<file path="config.mk">
export PLATFORM = sky130hd
export DESIGN_NAME = uart_rx
export DESIGN_NICKNAME = d
export VERILOG_FILES = /design/src/rtl/uart_rx.sv
export SDC_FILE = /design/constraint.sdc
export NUM_CORES = 1
export LEC_CHECK = 0
export CAP_MARGIN = 20
export CORE_ASPECT_RATIO = 1.1
export CORE_MARGIN = 3
export CORE_UTILIZATION = 44
export DETAILED_ROUTE_END_ITERATION = 8
export PLACE_DENSITY = 0.72
export SLEW_MARGIN = 25
export SYNTH_ARGS = -nofsm -noshare
export SYNTH_HDL_FRONTEND = slang
export SYNTH_SLANG_ARGS = --single-unit
</file>
<file path="constraint.sdc">
create_clock -name clk -period 1.8 [get_ports clk]
set_input_delay 0.36 -clock clk [delete_from_list [all_inputs] [get_ports clk]]
set_output_delay 0.36 -clock clk [all_outputs]
set_load 0.1 [all_outputs]
</file>
<file path="src/rtl/uart_rx.sv">
// Oversampled UART receiver: 2-flop synchronizer, 3-sample majority vote per bit, one-cycle strobes.
// Optional parity bit is enabled by defining UART_RX_PARITY_EN.
module uart_rx #(
    parameter int DATA_BITS  = 8,
    parameter int OVERSAMPLE = 16
) (
    input  logic                 clk,
    input  logic                 rst,
    input  logic                 baud_tick,
    input  logic                 rx,
    input  logic                 fifo_full,
`ifdef UART_RX_PARITY_EN
    input  logic                 parity_odd,
    output logic                 parity_err,
`endif
    output logic [DATA_BITS-1:0] rx_data,
    output logic                 data_valid,
    output logic                 frame_err,
    output logic                 break_det,
    output logic                 overrun_err,
    output logic                 busy
);

    localparam int TW = $clog2(OVERSAMPLE);
    localparam int BW = (DATA_BITS > 1) ? $clog2(DATA_BITS) : 1;
    localparam logic [TW-1:0] TICK_LAST = TW'(OVERSAMPLE - 1);
    localparam logic [TW-1:0] SAMP_A    = TW'(OVERSAMPLE / 2 - 1);
    localparam logic [TW-1:0] SAMP_B    = TW'(OVERSAMPLE / 2);
    localparam logic [TW-1:0] SAMP_C    = TW'(OVERSAMPLE / 2 + 1);
    localparam logic [BW-1:0] BIT_LAST  = BW'(DATA_BITS - 1);

    typedef enum logic [2:0] {
        S_IDLE      = 3'd0,
        S_START     = 3'd1,
        S_DATA      = 3'd2,
`ifdef UART_RX_PARITY_EN
        S_PARITY    = 3'd3,
`endif
        S_STOP      = 3'd4,
        S_WAIT_HIGH = 3'd5
    } state_e;

    state_e                state_q, state_d;
    logic                  sync1_q, sync2_q;
    logic [TW-1:0]         tick_cnt_q, tick_cnt_d;
    logic [BW-1:0]         bit_cnt_q, bit_cnt_d;
    logic [DATA_BITS-1:0]  shift_q, shift_d;
    logic [1:0]            samp_q, samp_d;
    logic [DATA_BITS-1:0]  rx_data_q, rx_data_d;
    logic                  dv_q, dv_d;
    logic                  fe_q, fe_d;
    logic                  bk_q, bk_d;
    logic                  ov_q, ov_d;
    logic                  par_bit_q;
`ifdef UART_RX_PARITY_EN
    logic                  par_bit_d;
    logic                  par_bad_q, par_bad_d;
    logic                  pe_q, pe_d;
`endif

    logic rx_s;
    logic in_frame;
    logic vote;
    logic vote_tick;

    assign rx_s = sync2_q;

    always_comb begin
        in_frame = 1'b0;
        case (state_q)
            S_START, S_DATA, S_STOP: in_frame = 1'b1;
`ifdef UART_RX_PARITY_EN
            S_PARITY:                in_frame = 1'b1;
`endif
            default:                 in_frame = 1'b0;
        endcase
    end

    // Third sample is the live rx_s; the first two were captured on the preceding ticks.
    assign vote      = (samp_q[0] & samp_q[1]) | (samp_q[0] & rx_s) | (samp_q[1] & rx_s);
    assign vote_tick = baud_tick & in_frame & (tick_cnt_q == SAMP_C);

    // State register and all datapath registers
    always_ff @(posedge clk) begin
        if (rst) begin
            state_q    <= S_IDLE;
            sync1_q    <= 1'b1;
            sync2_q    <= 1'b1;
            tick_cnt_q <= '0;
            bit_cnt_q  <= '0;
            shift_q    <= '0;
            samp_q     <= 2'b11;
            rx_data_q  <= '0;
            dv_q       <= 1'b0;
            fe_q       <= 1'b0;
            bk_q       <= 1'b0;
            ov_q       <= 1'b0;
`ifdef UART_RX_PARITY_EN
            par_bit_q  <= 1'b0;
            par_bad_q  <= 1'b0;
            pe_q       <= 1'b0;
`endif
        end else begin
            state_q    <= state_d;
            sync1_q    <= rx;
            sync2_q    <= sync1_q;
            tick_cnt_q <= tick_cnt_d;
            bit_cnt_q  <= bit_cnt_d;
            shift_q    <= shift_d;
            samp_q     <= samp_d;
            rx_data_q  <= rx_data_d;
            dv_q       <= dv_d;
            fe_q       <= fe_d;
            bk_q       <= bk_d;
            ov_q       <= ov_d;
`ifdef UART_RX_PARITY_EN
            par_bit_q  <= par_bit_d;
            par_bad_q  <= par_bad_d;
            pe_q       <= pe_d;
`endif
        end
    end

`ifndef UART_RX_PARITY_EN
    assign par_bit_q = 1'b0;
`endif

    // Next-state and counter logic
    always_comb begin
        state_d    = state_q;
        tick_cnt_d = tick_cnt_q;
        bit_cnt_d  = bit_cnt_q;
        shift_d    = shift_q;
        samp_d     = samp_q;
`ifdef UART_RX_PARITY_EN
        par_bit_d  = par_bit_q;
        par_bad_d  = par_bad_q;
`endif

        if (baud_tick && in_frame) begin
            tick_cnt_d = (tick_cnt_q == TICK_LAST) ? '0 : tick_cnt_q + 1'b1;
            if (tick_cnt_q == SAMP_A) samp_d[0] = rx_s;
            if (tick_cnt_q == SAMP_B) samp_d[1] = rx_s;
        end

        case (state_q)
            S_IDLE: begin
                tick_cnt_d = '0;
                bit_cnt_d  = '0;
                if (baud_tick && !rx_s) begin
                    // The detecting tick is tick 0 of the start bit, so the next one is tick 1.
                    state_d    = S_START;
                    tick_cnt_d = TW'(1);
                end
            end
            S_START: begin
                if (vote_tick) begin
                    bit_cnt_d = '0;
                    state_d   = vote ? S_IDLE : S_DATA;
                end
            end
            S_DATA: begin
                if (vote_tick) begin
                    shift_d = {vote, shift_q[DATA_BITS-1:1]};
                    if (bit_cnt_q == BIT_LAST) begin
                        bit_cnt_d = '0;
`ifdef UART_RX_PARITY_EN
                        state_d   = S_PARITY;
`else
                        state_d   = S_STOP;
`endif
                    end else begin
                        bit_cnt_d = bit_cnt_q + 1'b1;
                    end
                end
            end
`ifdef UART_RX_PARITY_EN
            S_PARITY: begin
                if (vote_tick) begin
                    par_bit_d = vote;
                    par_bad_d = vote ^ (^shift_q) ^ parity_odd;
                    state_d   = S_STOP;
                end
            end
`endif
            S_STOP: begin
                if (vote_tick) state_d = vote ? S_IDLE : S_WAIT_HIGH;
            end
            S_WAIT_HIGH: begin
                if (baud_tick && rx_s) state_d = S_IDLE;
            end
            default: state_d = S_IDLE;
        endcase
    end

    // Output logic: strobe next-values and the held byte
    always_comb begin
        rx_data_d = rx_data_q;
        dv_d      = 1'b0;
        fe_d      = 1'b0;
        bk_d      = 1'b0;
        ov_d      = 1'b0;
`ifdef UART_RX_PARITY_EN
        pe_d      = 1'b0;
`endif
        busy      = (state_q != S_IDLE);

        if (state_q == S_STOP && vote_tick) begin
            if (vote) begin
                rx_data_d = shift_q;
                dv_d      = 1'b1;
                ov_d      = fifo_full;
`ifdef UART_RX_PARITY_EN
                pe_d      = par_bad_q;
`endif
            end else begin
                fe_d = 1'b1;
                bk_d = (shift_q == '0) && !par_bit_q;
            end
        end
    end

    assign rx_data     = rx_data_q;
    assign data_valid  = dv_q;
    assign frame_err   = fe_q;
    assign break_det   = bk_q;
    assign overrun_err = ov_q;
`ifdef UART_RX_PARITY_EN
    assign parity_err  = pe_q;
`endif

endmodule

</file>
==> summary.md <==
| Metric | Value |
|---|---|
| DRT Pass-1 Iters | `4` |
| DRC viols | `0` |
| Simple-gate share of the synthesized area | `0.2026` |
| Max Cap Violations | `0` |
| RSZ-0062 raised after global routing | `false` |
| Post-synth EDFFs | `0` |
| Worst-Skew Late Latency | `approximately 0.33 ns` |
| Sequential fraction of the synthesis area | `0.4650` |
| Synth Area in Compound Gates | `0.09487` |
| Largest net degree at the start of global routing | `32` |
| Outcome | `completed` |
| Area of the core | `3127 um2` |
| Pwr/cell area | `between 600 and 700 nW/um2` |
| Ys async rst share | `0` |
| Setup Total Neg Slack | `0 ns` |
| Via density | `about 5.7` |
| Post-Synth XOR/XNOR Area | `0.01197` |
| Nets | `193` |
| Final worst slack | `between 0.09 and 0.1 ns` |
| Antenna Nets Post-Route | `0` |
| Minimum clock period | `~1.7 ns` |
| Top cells by count, synth | `34 x dfxtp_1, 26 x nor2_1, 20 x mux2i_1, 6 x nand2_1, 6 x o21ai_0` |
| CP peak stage delay | `between 0.5 and 0.6 ns` |
| Mapped Area | `about 1500 um2` |
| Endpoint class of the critical path | `flip-flop` |
| Least-Margin Pin Slew | `roughly 0.34 ns` |
| Avg WL per Cell | `14.37 um` |
| Die width | `between 60 and 70 um` |
| Initial DRC Count | `21` |
| WP data required | `about 2.1 ns` |
| Cell count after synthesis | `approximately 150` |
| Syn nets | `about 160` |
| Mapped Avg Cell Area | `9.568 um2` |
| Std-Cell Rows | `21` |
| Post-Route WL | `3132 um` |
| Clock Tree Root | `clkbuf_4` |
| Final hold viol count | `0` |
| Crit-path slowest cell | `or4b_4` |
| Die H | `about 66 um` |
| Grt total ovfl | `0` |
| Post-Synth Adder-Cell Area | `0.05726` |
| First-pass GRT wire length | `around 5100 um` |
| Pleak | `0.8761 nW` |
| Layout cells sized above 1 | `0.2609` |
| Synth area leader | `dfxtp_1` |
| Synth-to-Final Area Change | `35.56%` |
| Ys flop type | `dfxtp_1` |
| Multiplexer share of the synthesized area | `0.1368` |
| Pins Over Slew Limit | `0` |
| Setup violators final | `0` |
| Critical path class | `flip-flop to flip-flop` |
| Worst EP arrival | `around 2 ns` |
| Tcrit/Tclk final | `0.9446` |
| Syn. warnings | `0` |
| Most numerous cell in the Yosys netlist | `dfxtp_1` |
| Total GRT Usage | `0.1732` |
| Full die area | `4056 um2` |
| CTS max path bufs | `2` |
| Initial Util | `0.4682` |
| # IOs | `18` |
| Clk sink count | `34` |
| Core Util, Final | `0.6347` |
| Crit start category | `flip-flop` |
| Largest family of logic cells by synthesized area | `simple AND/OR/NAND/NOR gates` |
| Area contributors post-synth | `dfxtp_1 46%, mux2i_1 14%, nor2_1 6.7%, ha_1 4.3%, o21ai_0 2.1%` |
| Initial antenna violation count | `0` |
| Post-synth cell types | `38` |
| Detail Placement HPWL | `about 2200 um` |
| Critical path cell sequence | `inv_4 -> ha_4 -> nand4b_2 -> maj3_2 -> or4b_4 -> a21oi_2` |
| H-Tree Depth | `2` |
| Maximum fanout along the worst path | `4` |
| Vias | `between 1000 and 1500` |
| Fmax | `a little under 0.6 GHz` |
| Placer congestion estimate | `0.8115` |
| Worst reg-to-reg setup slack | `roughly 0.10 ns` |
| Tightest Hold Check Type | `flip-flop to flip-flop` |
| Slew margin rel. | `0.7699` |
| Yosys top cell area share | `0.4650` |
| Vias in the first global route | `approximately 1200` |
| PortBufs | `17` |
| CTS tree | `built` |
| Clock transition at path regs | `0.11 ns` |
| Worst Skew | `just over 0.005 ns` |
| N_diodes | `0` |
| Setup slack at placement | `-0.2638 ns` |
| Synth Register Bits | `34` |
| Peak supply drop | `around 0.00045 V` |
| Num CTS Buffers | `5` |
-- cells by family (layout without fill, tap and decap cells) --
family	after synthesis	count (layout)
AOI/OAI and AO/OA	22	22
xor gates and xnor gates	2	2
adders and majority gates	7	7
buffers and inverters	11	42
DFF	34	34
muxes	20	20
and+or+nand+nor	57	57
-- layout by cell type, fill, tap and decap left out, types with 2 or more instances in the layout --
master / count
nand2_1: 6
xor2_1: 2
dfxtp_2: 4
nand3_1: 3
o21ai_0: 6
buf_4: 12
a21oi_1: 4
clkdlybuf4s50_1: 4
a31oi_1: 2
o2111ai_1: 2
nor2_1: 25
dfxtp_1: 30
nor3b_1: 2
ha_1: 4
buf_12: 14
mux2i_1: 20
nand3b_1: 2
nor3_1: 2
inv_1: 3
nor4_1: 2
or4_1: 2
a211oi_1: 2
or2_2: 2
clkbuf_4: 5
-- layout make-up --
cell class | count | area (um2)
inverters | 4 | 17.52
repair buffers | 30 | 410.4
well taps | 34 | 42.54
fillers | 249 | 1142
clock inverters | 2 | 12.51
multi-input cells | 108 | 764.5
flip-flops and latches | 34 | 685.7
clock buffers | 6 | 51.30
-- through the flow --
step	std cells	total power [mW]	instance area, um2	hold WS, ns
after floorplan	153	0.8204	1464	0.3895
after CTS	217	1.306	1947	0.4185
after global placement	209	0.8535	1878	0.3955
final	218	1.292	1984	0.4172
after detailed placement	209	0.8571	1878	0.3945
after global routing	218	1.348	1984	0.4526
-- final timing paths --
check | start | end | cells after the start
hold reg to reg | sync1_q | rx_s | 1
setup / recovery | tick_cnt_q[1] | bit_cnt_q[1] | 6
hold / removal | sync1_q | rx_s | 1
setup reg to reg | tick_cnt_q[1] | bit_cnt_q[1] | 6
-- sequential cells by signal, indices dropped and copies added, names as in the netlist --
register	cells
bit_cnt_q	3
samp_q	2
rx_s	1
shift_q	8
overrun_err	1
tick_cnt_q	4
state_q	3
break_det	1
sync1_q	1
frame_err	1
rx_data	8
data_valid	1
-- metal layers --
layer / wire length, um / track usage / vias to the layer above / share of wire
met5: 0 / 0 / - / 0
met4: 74 / 0.1220 / 0 / 0.024
met3: 144 / 0.04845 / 7 / 0.046
met2: 1596 / 0.2781 / 27 / 0.51
met1: 1317 / 0.1921 / 593 / 0.42
li1: - / - / 605 / -
-- timing repair --
item                       CTS  global route
resized for setup            4             8
setup endpoints to repair    2             5
pin swaps                    1             2
setup buffers                0             1
hold endpoints to repair     0             0
hold buffers                 0             0
-- power by group --
group	switching [mW]	leakage (nW)	internal, mW
combinational	0.0440	0.565	0.0345
sequential	0.00782	0.276	0.757
clock	0.261	0.0343	0.188
total	0.313	0.876	0.979
-- worst max-delay path: cells and delay by family (launching register included) --
| kind | cells | cell delay (ns) |
|---|---|---|
| flops | 1 | 0.35 |
| compound gates | 1 | 0.12 |
| simple gates | 2 | 0.64 |
| buf+inv | 1 | 0.07 |
| fa+ha+maj | 2 | 0.47 |
No activity file was read; power rests on OpenSTA's default activity.
